$ cat config.mk
export PLATFORM = sky130hd
export DESIGN_NAME = aliens_bus_seq
export DESIGN_NICKNAME = d
export VERILOG_FILES = /design/src/rtl/aliens_bus_seq.sv
export SDC_FILE = /design/constraint.sdc
export NUM_CORES = 1
export LEC_CHECK = 0
export BUFFER_PORTS_ARGS = -buffer_cell sky130_fd_sc_hd__buf_4
export CAP_MARGIN = 20
export CORE_MARGIN = 3
export CORE_UTILIZATION = 30
export CTS_BUF_LIST = sky130_fd_sc_hd__clkbuf_4
export DETAILED_ROUTE_END_ITERATION = 10
export GPL_ROUTABILITY_DRIVEN = 0
export PLACE_DENSITY = 0.56
export SYNTH_ARGS = -nofsm -noshare
export SYNTH_HDL_FRONTEND = slang
export SYNTH_SLANG_ARGS = --single-unit
$ cat constraint.sdc
create_clock -name clk -period 1.9 [get_ports clk]
set_input_delay 0.095 -clock clk [delete_from_list [all_inputs] [get_ports clk]]
set_output_delay 0.095 -clock clk [all_outputs]
set_load 0.05 [all_outputs]
$ cat src/rtl/aliens_bus_seq.sv
// aliens_bus_seq
// CPU bus cycle sequencer for the Aliens memory map. Each CPU cycle starts
// when the address strobe is seen in IDLE. The address is decoded into one of
// four regions, the matching chip select is raised, and the region's wait
// states are counted off. The cycle is then acknowledged with rdy until the
// CPU drops the strobe. Two I/O addresses hold the ROM bank register
// (0x5F80) and the work/palette overlay bit (0x5F88).
//
// Ports
//   clk      in   1   system clock
//   reset    in   1   synchronous active-high reset
//   as       in   1   CPU address strobe, cycle active while high
//   addr     in  16   CPU address
//   rw       in   1   1 = read, 0 = write
//   wdata    in   8   CPU write data
//   cs_work  out  1   work RAM select    (0x0000-0x1FFF)
//   cs_bank  out  1   banked ROM select  (0x2000-0x3FFF)
//   cs_prog  out  1   program ROM select (0x8000-0xFFFF)
//   cs_io    out  1   I/O select         (0x4000-0x7FFF)
//   rdy      out  1   cycle-complete acknowledge
//   bank     out  5   ROM bank register
//   init     out  1   work/palette overlay select (WOCO source)

module aliens_bus_seq #(
    parameter int WS_WORK = 0,
    parameter int WS_BANK = 2,
    parameter int WS_PROG = 1,
    parameter int WS_IO   = 3
) (
    input  logic        clk,
    input  logic        reset,
    input  logic        as,
    input  logic [15:0] addr,
    input  logic        rw,
    input  logic [7:0]  wdata,
    output logic        cs_work,
    output logic        cs_bank,
    output logic        cs_prog,
    output logic        cs_io,
    output logic        rdy,
    output logic [4:0]  bank,
    output logic        init
);

    localparam int CW = 8;

    localparam logic [15:0] BANK_REG_ADDR = 16'h5F80;
    localparam logic [15:0] INIT_REG_ADDR = 16'h5F88;

    typedef enum logic [1:0] {
        IDLE,
        WAIT,
        ACK
    } state_t;

    typedef enum logic [1:0] {
        REG_WORK,
        REG_BANK,
        REG_IO,
        REG_PROG
    } region_t;

    state_t          state;
    state_t          state_next;
    logic [CW-1:0]   cnt;
    logic [CW-1:0]   cnt_next;
    logic [15:0]     addr_q;
    logic            rw_q;
    region_t         region_q;
    region_t         region_dec;
    logic            armed;
    logic            armed_next;
    logic            start;
    logic [3:0]      cs_next;
    logic            rdy_next;
    logic            wr_bank;
    logic            wr_init;
    logic            unused_wdata;

    // Only bits 5:0 of the write data feed a register.
    assign unused_wdata = ^wdata[7:6];

    // Address decode on the live bus; only used on the edge a cycle starts,
    // after that the latched region is authoritative.
    always_comb begin
        region_dec = REG_WORK;
        if (addr[15])
            region_dec = REG_PROG;
        else if (addr[14])
            region_dec = REG_IO;
        else if (addr[13])
            region_dec = REG_BANK;
        else
            region_dec = REG_WORK;
    end

    // State register plus every registered output. Reset wins over anything
    // else sampled on the same edge, so a cycle in flight is simply dropped.
    always_ff @(posedge clk) begin
        if (reset) begin
            state    <= IDLE;
            cnt      <= '0;
            addr_q   <= '0;
            rw_q     <= 1'b1;
            region_q <= REG_WORK;
            armed    <= 1'b1;
            cs_work  <= 1'b0;
            cs_bank  <= 1'b0;
            cs_prog  <= 1'b0;
            cs_io    <= 1'b0;
            rdy      <= 1'b0;
            bank     <= '0;
            init     <= 1'b0;
        end else begin
            state <= state_next;
            cnt   <= cnt_next;
            armed <= armed_next;
            if (start) begin
                addr_q   <= addr;
                rw_q     <= rw;
                region_q <= region_dec;
            end
            cs_work <= cs_next[0];
            cs_bank <= cs_next[1];
            cs_prog <= cs_next[2];
            cs_io   <= cs_next[3];
            rdy     <= rdy_next;
            if (wr_bank)
                bank <= wdata[4:0];
            if (wr_init)
                init <= wdata[5];
        end
    end

    // Next-state logic. A cycle only starts once the sequencer is armed,
    // which means the strobe has been seen low in IDLE since the last cycle
    // ended; reset leaves it armed so a strobe held through reset release
    // starts immediately. Dropping the strobe during WAIT aborts the cycle.
    always_comb begin
        state_next = state;
        cnt_next   = cnt;
        start      = 1'b0;
        armed_next = armed;
        case (state)
            IDLE: begin
                if (as && armed) begin
                    start      = 1'b1;
                    state_next = WAIT;
                    case (region_dec)
                        REG_WORK: cnt_next = CW'(WS_WORK);
                        REG_BANK: cnt_next = CW'(WS_BANK);
                        REG_IO:   cnt_next = CW'(WS_IO);
                        REG_PROG: cnt_next = CW'(WS_PROG);
                        default:  cnt_next = '0;
                    endcase
                end else if (!as) begin
                    armed_next = 1'b1;
                end
            end
            WAIT: begin
                if (!as) begin
                    state_next = IDLE;
                    armed_next = 1'b0;
                end else if (cnt == '0) begin
                    state_next = ACK;
                end else begin
                    cnt_next = cnt - 1'b1;
                end
            end
            ACK: begin
                if (!as) begin
                    state_next = IDLE;
                    armed_next = 1'b0;
                end
            end
            default: begin
                state_next = IDLE;
            end
        endcase
    end

    // Output logic: next values for the registered selects and rdy, and the
    // register write strobes. The starting edge uses the live decode since
    // the latched region is not loaded yet. Register writes fire only on
    // the WAIT->ACK edge of a write, using the data on the bus at that edge.
    always_comb begin
        cs_next  = 4'b0000;
        rdy_next = 1'b0;
        wr_bank  = 1'b0;
        wr_init  = 1'b0;
        if (state_next != IDLE) begin
            case (start ? region_dec : region_q)
                REG_WORK: cs_next = 4'b0001;
                REG_BANK: cs_next = 4'b0010;
                REG_PROG: cs_next = 4'b0100;
                REG_IO:   cs_next = 4'b1000;
                default:  cs_next = 4'b0000;
            endcase
        end
        rdy_next = (state_next == ACK);
        if (state == WAIT && state_next == ACK && !rw_q) begin
            wr_bank = (addr_q == BANK_REG_ADDR);
            wr_init = (addr_q == INIT_REG_ADDR);
        end
    end

endmodule

==> impl_metrics.py, run 1 <==
metrics = {
    "yosys": {
        "synth_edf_count": 0,
        "netlist.area_leader.share_pct": 44.90,
        "yosysUniqueCellTypes": 41,
        "yosysWarnings": 0,
        "synth_seq_cells": 41,
        "synth.yosys.seq_area_share_pct": 44.90,
        "async_flop_share_pct": 0,
        "synthCells": 210,
        "synth_nets": 243,
        "syn_area_um2": 1828,
        "synth-main-ff-cell": "dfxtp_1",
        "synth_top_cell_by_area": "dfxtp_1",
        "synth.area.top_cells": "dfxtp_1 45%, nand2_1 7.8%, a21oi_1 6.0%",
        "avgSynthCellArea_um2": 8.705,
    },
    "finish": {
        "drive_above_1_share_pct": 32.04,
        "fin_area_um2": 2695,
        "nets": 316,
        "post-route-util_pct": 47.21,
        "instances_no_fill": 356,
        "syn2layout_area_growth_pct": 47.43,
        "final_common_cell": "buf_4",
        "final_cell_mix": "50 x buf_4, 38 x nand2_1, 37 x dfxtp_1, 23 x dlygate4sd3_1, 21 x a21oi_1",
        "diodes": 0,
    },
    "routing": {
        "viasPerCell": 4.638,
        "drtPass1Iterations": 4,
        "drtAntennaViolNets": 0,
        "dr.first_iter.drc_count": 75,
        "vias": 1651,
        "wl_per_cell_um": 11.88,
        "drc": 0,
        "wirelength_mm": 4.228,
    },
    "pwr": {
        "power.total_uw": 2577,
        "vdd_drop_max_uv": 498.9,
        "power_density_nw_per_um2": 956.0,
        "p_leak_uw": 0.001084,
    },
    "clocking": {
        "numCtsBuffers": 5,
        "clock_path_buffers": 2,
        "cts-root-buf": "clkbuf_4",
        "cts_tree": "built",
        "htreeDepth": 2,
        "clock_latency_ns": 0.36,
        "clock-sinks": 41,
        "path_clk_slew_ns": 0.14,
    },
    "global_route": {
        "grt_max_degree": 40,
        "grt-ovfl-total": 0,
        "grt_pass1_wl_mm": 7.093,
        "grt_pass1_vias": 1564,
        "grt_use_total_pct": 12.11,
        "antenna_found_initial": 0,
    },
    "die": {
        "dieArea_um2": 7066,
        "die_w_um": 84.06,
        "row_count": 27,
        "ioPinCount": 39,
        "initial_core_util_pct": 32.02,
        "core_region_area_um2": 5709,
        "die_y_um": 84.06,
    },
    "sta": {
        "worstMarginPinSlew_ns": 0.3731,
        "hold_viol_final": 0,
        "fmax_mhz": 530.8,
        "rsz0062_at_grt": "true",
        "finClkSkew_ns": 0.02140,
        "min_period_ns": 1.884,
        "slew_violations": 0,
        "max_slew_margin_pct": 75.13,
        "whs_ns": 0.1334,
        "finalSetupViolCount": 0,
        "period_share_pct": 99.15,
    },
    "worst_setup_path": {
        "worstSetupPathType": "reg -> reg",
        "critPathTopFamily": "compound AO/OA/AOI/OAI gates",
        "cp_cell_sequence": "inv_2, ha_4, nor3b_4, a21o_1, a221o_2, a221o_2, nor3_2",
        "start_kind": "flip-flop",
        "worstPathRequired_ns": 2.17,
        "cp-end-kind": "flip-flop",
        "critPathSlowestCell": "a221o_2",
        "cp_num_buf_inv": 1,
        "crit_arrival_ns": 2.15,
        "cp_slowest_stage_delay_ns": 0.40,
        "critPathMaxFanout": 3,
        "path_common_cell": "a221o_2",
    },
    "place": {
        "dp.cells": 319,
        "placed_area_um2": 2223,
        "port_buffers": 36,
        "dp.final_hpwl_mm": 2.620,
    },
    "run_status": {
        "run_status": "complete, no violations",
    },
    "job": {
        "max_cap_viol_count": 0,
    },
    "worst_hold_path": {
        "hp-class": "in -> reg",
    },
}
-- synth_stat cells (2+ instances only) --
cell,n
ha_1,5
buf_2,2
and2_1,2
nor2_1,17
inv_1,7
a21oi_1,22
mux2i_1,7
dfxtp_1,41
nor3b_1,2
nor4b_1,2
a211oi_1,2
xor2_1,6
clkbuf_1,6
nor3_1,7
a221o_2,2
nand2b_1,12
nand4_1,6
nand3b_1,2
nand2_1,38
-- cell type report --
cell class	count	area, um^2
Clock buffer	5	37.54
Clock inverter	3	21.27
Fill cell	558	3014
Inverter	7	28.78
Multi-Input combinational cell	152	1050
Sequential cell	41	828.3
Tap cell	72	90.09
Timing Repair Buffer	76	639.4
-- worst paths after layout --
| check | startpoint | to | slack [ns] | cells after the start |
|---|---|---|---|---|
| worst max-delay path | cnt[1]$_SDFFE_PP0P_ | cs_work$_SDFF_PP0_ | 0.02 | 7 |
| worst min register to register | addr_q[12]$_SDFFE_PP0P_ | addr_q[12]$_SDFFE_PP0P_ | 0.46 | 2 |
| worst max register to register | cnt[1]$_SDFFE_PP0P_ | cs_work$_SDFF_PP0_ | 0.02 | 7 |
| worst min-delay path | as | cnt[1]$_SDFFE_PP0P_ | 0.13 | 3 |
-- layer usage --
layer / wire length (um) / share of wire, % / global-route usage, % / vias to the layer above
li1: - / - / - / 859
met3: 144 / 3.4 / 2.962 / 2
met1: 2029 / 48 / 15.96 / 763
met4: 26 / 0.61 / 3.947 / 0
met5: 0 / 0 / 0 / -
met2: 2027 / 48 / 19.30 / 27
-- metrics by stage --
step / setup WS, ns / TNS, ns
2_1_floorplan: 0.003562 / 0
4_1_cts: 0.01750 / 0
5_1_grt: -0.03897 / -0.1864
6_report: 0.01619 / 0
3_5_place_dp: -0.005954 / -0.01155
3_3_place_gp: 0.01491 / 0
-- state kept, by name (all words and copies together) (netlist names) --
register  flops
cs_io         1
cs_prog       1
bank          5
cnt           8
region_q      2
cs_work       1
armed         1
cs_bank       1
init          1
addr_q       16
rw_q          1
rdy           1
state         2
-- logic make-up (layout without fill, tap and decap cells) --
group | count (synthesis) | count (layout) | synth area share (%)
DFF | 41 | 41 | 44.90
muxes | 7 | 7 | 3.833
and+or+nand+nor | 99 | 99 | 28.61
buffers and inverters | 17 | 91 | 4.038
adders and majority gates | 5 | 5 | 3.422
AOI/OAI and AO/OA | 35 | 35 | 12.32
xor gates and xnor gates | 6 | 6 | 2.875
-- repair_timing --
item / CTS / global route
setup buffers: 1 / 5
endpoints found under the setup margin: 7 / 9
hold buffers: 23 / 0
pin swaps: 1 / 9
gates resized for setup: 6 / 26
hold endpoints to repair: 23 / 0
-- worst register-to-register path: cells and delay by family, from the launching register on --
kind / cells / cell delay [ns]
AOI/OAI and AO/OA: 3 / 0.95
adders and majority gates: 1 / 0.16
DFF: 1 / 0.36
and+or+nand+nor: 2 / 0.27
buffers and inverters: 1 / 0.05
-- report_power, final --
part	switching [uW]	internal [uW]	total, uW
logic	507	517	1020
registers	107	984	1090
clock network	314	147	461
Note: power is estimated with default switching activity, not from simulation.
==> inputs of run 2 (changes only) <==
Clock period 1.9 ns to 1.7 ns, I/O delays scaled along.
==> run 2 against run 1 <==
- the flow now finishes with violations (setup timing)
- flip-flop and latch count stayed put
- largest cell class unchanged
- first-iteration DRC count fell by 24%
- core utilization decreased by 0.35 points
- critical path depth up 1
- combinational power up 20%
- critical endpoint is now init$_SDFFE_PP0P_
- sequential share of layout area rose by 0.32 points
==> impl_metrics.py, run 2 (synthesis results as in run 1) <==
metrics = {
    "run_status": {
        "run_status": "finished, violations left",
        "violations": "setup timing",
    },
    "sta": {
        "finalSetupViolCount": 10,
        "worstMarginPinSlew_ns": 0.3819,
        "whs_ns": 0.01954,
        "hold_viol_final": 0,
        "setup_ws_ns": -0.06473,
        "period_share_pct": 103.8,
        "finClkSkew_ns": 0.01859,
        "slew_violations": 0,
        "fmax_mhz": 566.7,
        "min_period_ns": 1.765,
        "rsz0062_at_grt": "true",
        "max_slew_margin_pct": 74.54,
    },
    "die": {
        "dieArea_um2": 7066,
        "die_y_um": 84.06,
        "core_region_area_um2": 5709,
        "ioPinCount": 39,
        "initial_core_util_pct": 32.02,
        "die_w_um": 84.06,
        "row_count": 27,
    },
    "clocking": {
        "cts_tree": "built",
        "clock_latency_ns": 0.34,
        "clock_path_buffers": 2,
        "clock-sinks": 41,
        "htreeDepth": 2,
        "cts-root-buf": "clkbuf_4",
        "path_clk_slew_ns": 0.13,
        "numCtsBuffers": 5,
    },
    "worst_setup_path": {
        "cp_cell_sequence": "inv_4, ha_4, nor4bb_4, nand4_1, buf_4, nor4b_2, buf_4, mux2i_1",
        "crit_arrival_ns": 2.03,
        "path_common_cell": "buf_4",
        "critPathSlowestCell": "dfxtp_4",
        "critPathMaxFanout": 5,
        "worstSetupPathType": "reg -> reg",
        "start_kind": "flip-flop",
        "cp_slowest_stage_delay_ns": 0.38,
        "cp-end-kind": "flip-flop",
        "worstPathRequired_ns": 1.97,
    },
    "routing": {
        "vias": 1650,
        "viasPerCell": 4.609,
        "wirelength_mm": 4.172,
        "drtPass1Iterations": 4,
        "wl_per_cell_um": 11.65,
        "drc": 0,
        "drtAntennaViolNets": 0,
        "dr.first_iter.drc_count": 57,
    },
    "place": {
        "port_buffers": 36,
        "dp.cells": 331,
        "dp.final_hpwl_mm": 2.901,
        "place_ws_ns": -0.09038,
    },
    "pwr": {
        "power_density_nw_per_um2": 1089,
        "vdd_drop_max_uv": 379.0,
        "power.total_uw": 2912,
        "p_leak_uw": 0.001098,
    },
    "finish": {
        "largest_register_ffs": 16,
        "nets": 318,
        "diodes": 0,
        "instances_no_fill": 358,
        "final_common_cell": "buf_4",
        "top_regs": "addr_q: 16 flops, cnt: 8 flops, bank: 5 flops",
        "final_cell_mix": "60 x buf_4, 37 x nand2_1, 37 x dfxtp_1, 21 x a21oi_1",
        "drive_above_1_share_pct": 35.66,
        "syn2layout_area_growth_pct": 46.34,
        "top_register": "addr_q",
    },
    "global_route": {
        "top_usage_layer": "met2",
        "grt.met3_usage_pct": 3.159,
        "antenna_found_initial": 0,
        "use_met2_pct": 20.16,
        "grt_use_total_pct": 12.13,
        "grt_pass1_wl_mm": 7.044,
        "grt_pass1_vias": 1559,
        "grt-ovfl-total": 0,
        "met1_usage_pct": 15.19,
        "grt_max_degree": 40,
    },
    "job": {
        "max_cap_viol_count": 0,
    },
    "worst_hold_path": {
        "hp-class": "in -> reg",
    },
}
## run 2: changes by cell type in the layout (fill, tap and decap cells not counted), moves of 2 or more
cell           before  now
buf_4              50   60
dlygate4sd3_1      23   17
ha_4                5    2
a211oi_1            2    0
a211oi_2            0    2
buf_6               3    1
clkbuf_4            5    7
ha_1                0    2
nor4b_2             0    2
## run 2: path summary, 6_finish.rpt
check | from | endpoint | slack (ns) | cells after the start
worst max-delay path | state[1]$_SDFF_PP0_ | init$_SDFFE_PP0P_ | -0.06 | 8
worst min-delay path | wdata[4] | bank[4]$_SDFFE_PP0P_ | 0.02 | 3
worst max register to register | state[1]$_SDFF_PP0_ | init$_SDFFE_PP0P_ | -0.06 | 8
worst min register to register | addr_q[14]$_SDFFE_PP0P_ | addr_q[14]$_SDFFE_PP0P_ | 0.46 | 2
## run 2: final cells by class
class                   count  area, um^2
clock buffers               7       52.55
clock inverters             1       3.754
fillers                   567        3034
inverters                   7       28.78
multi-input cells         152        1037
flip-flops and latches     41       830.8
well taps                  72       90.09
repair buffers             78       631.9
## run 2: timing repair
action                                  CTS  global route
hold endpoints to repair                 17             0
hold buffers                             17             0
gates resized for setup                   4            11
pin swaps                                 3             5
setup buffers                             1             2
endpoints found under the setup margin   18            18
## run 2: critical path, delay by kind of cell, from the launching register on
kind | cells | cell delay (ns)
adders and majority gates | 1 | 0.15
muxes | 1 | 0.15
and+or+nand+nor | 3 | 0.62
buffers and inverters | 3 | 0.40
DFF | 1 | 0.38
## run 2: per-stage QoR
step / area, um^2 / utilization [%] / TNS, ns
2_1_floorplan: 1888 / - / -0.3691
3_3_place_gp: 2367 / 41.46 / -0.5825
3_5_place_dp: 2367 / 41.46 / -0.9925
4_1_cts: 2608 / 45.67 / -0.8277
5_1_grt: 2675 / 46.86 / -2.140
6_report: 2675 / 46.86 / -0.3381
## run 2: power breakdown
group,switching [uW],internal [uW]
registers,106,1100
logic,584,631
clock network,301,191
## run 2: layer usage
metal / vias up / share of wire, %
li1: 862 / -
met1: 760 / 46
met2: 26 / 50
met3: 2 / 3.2
met4: 0 / 0.62
met5: - / 0
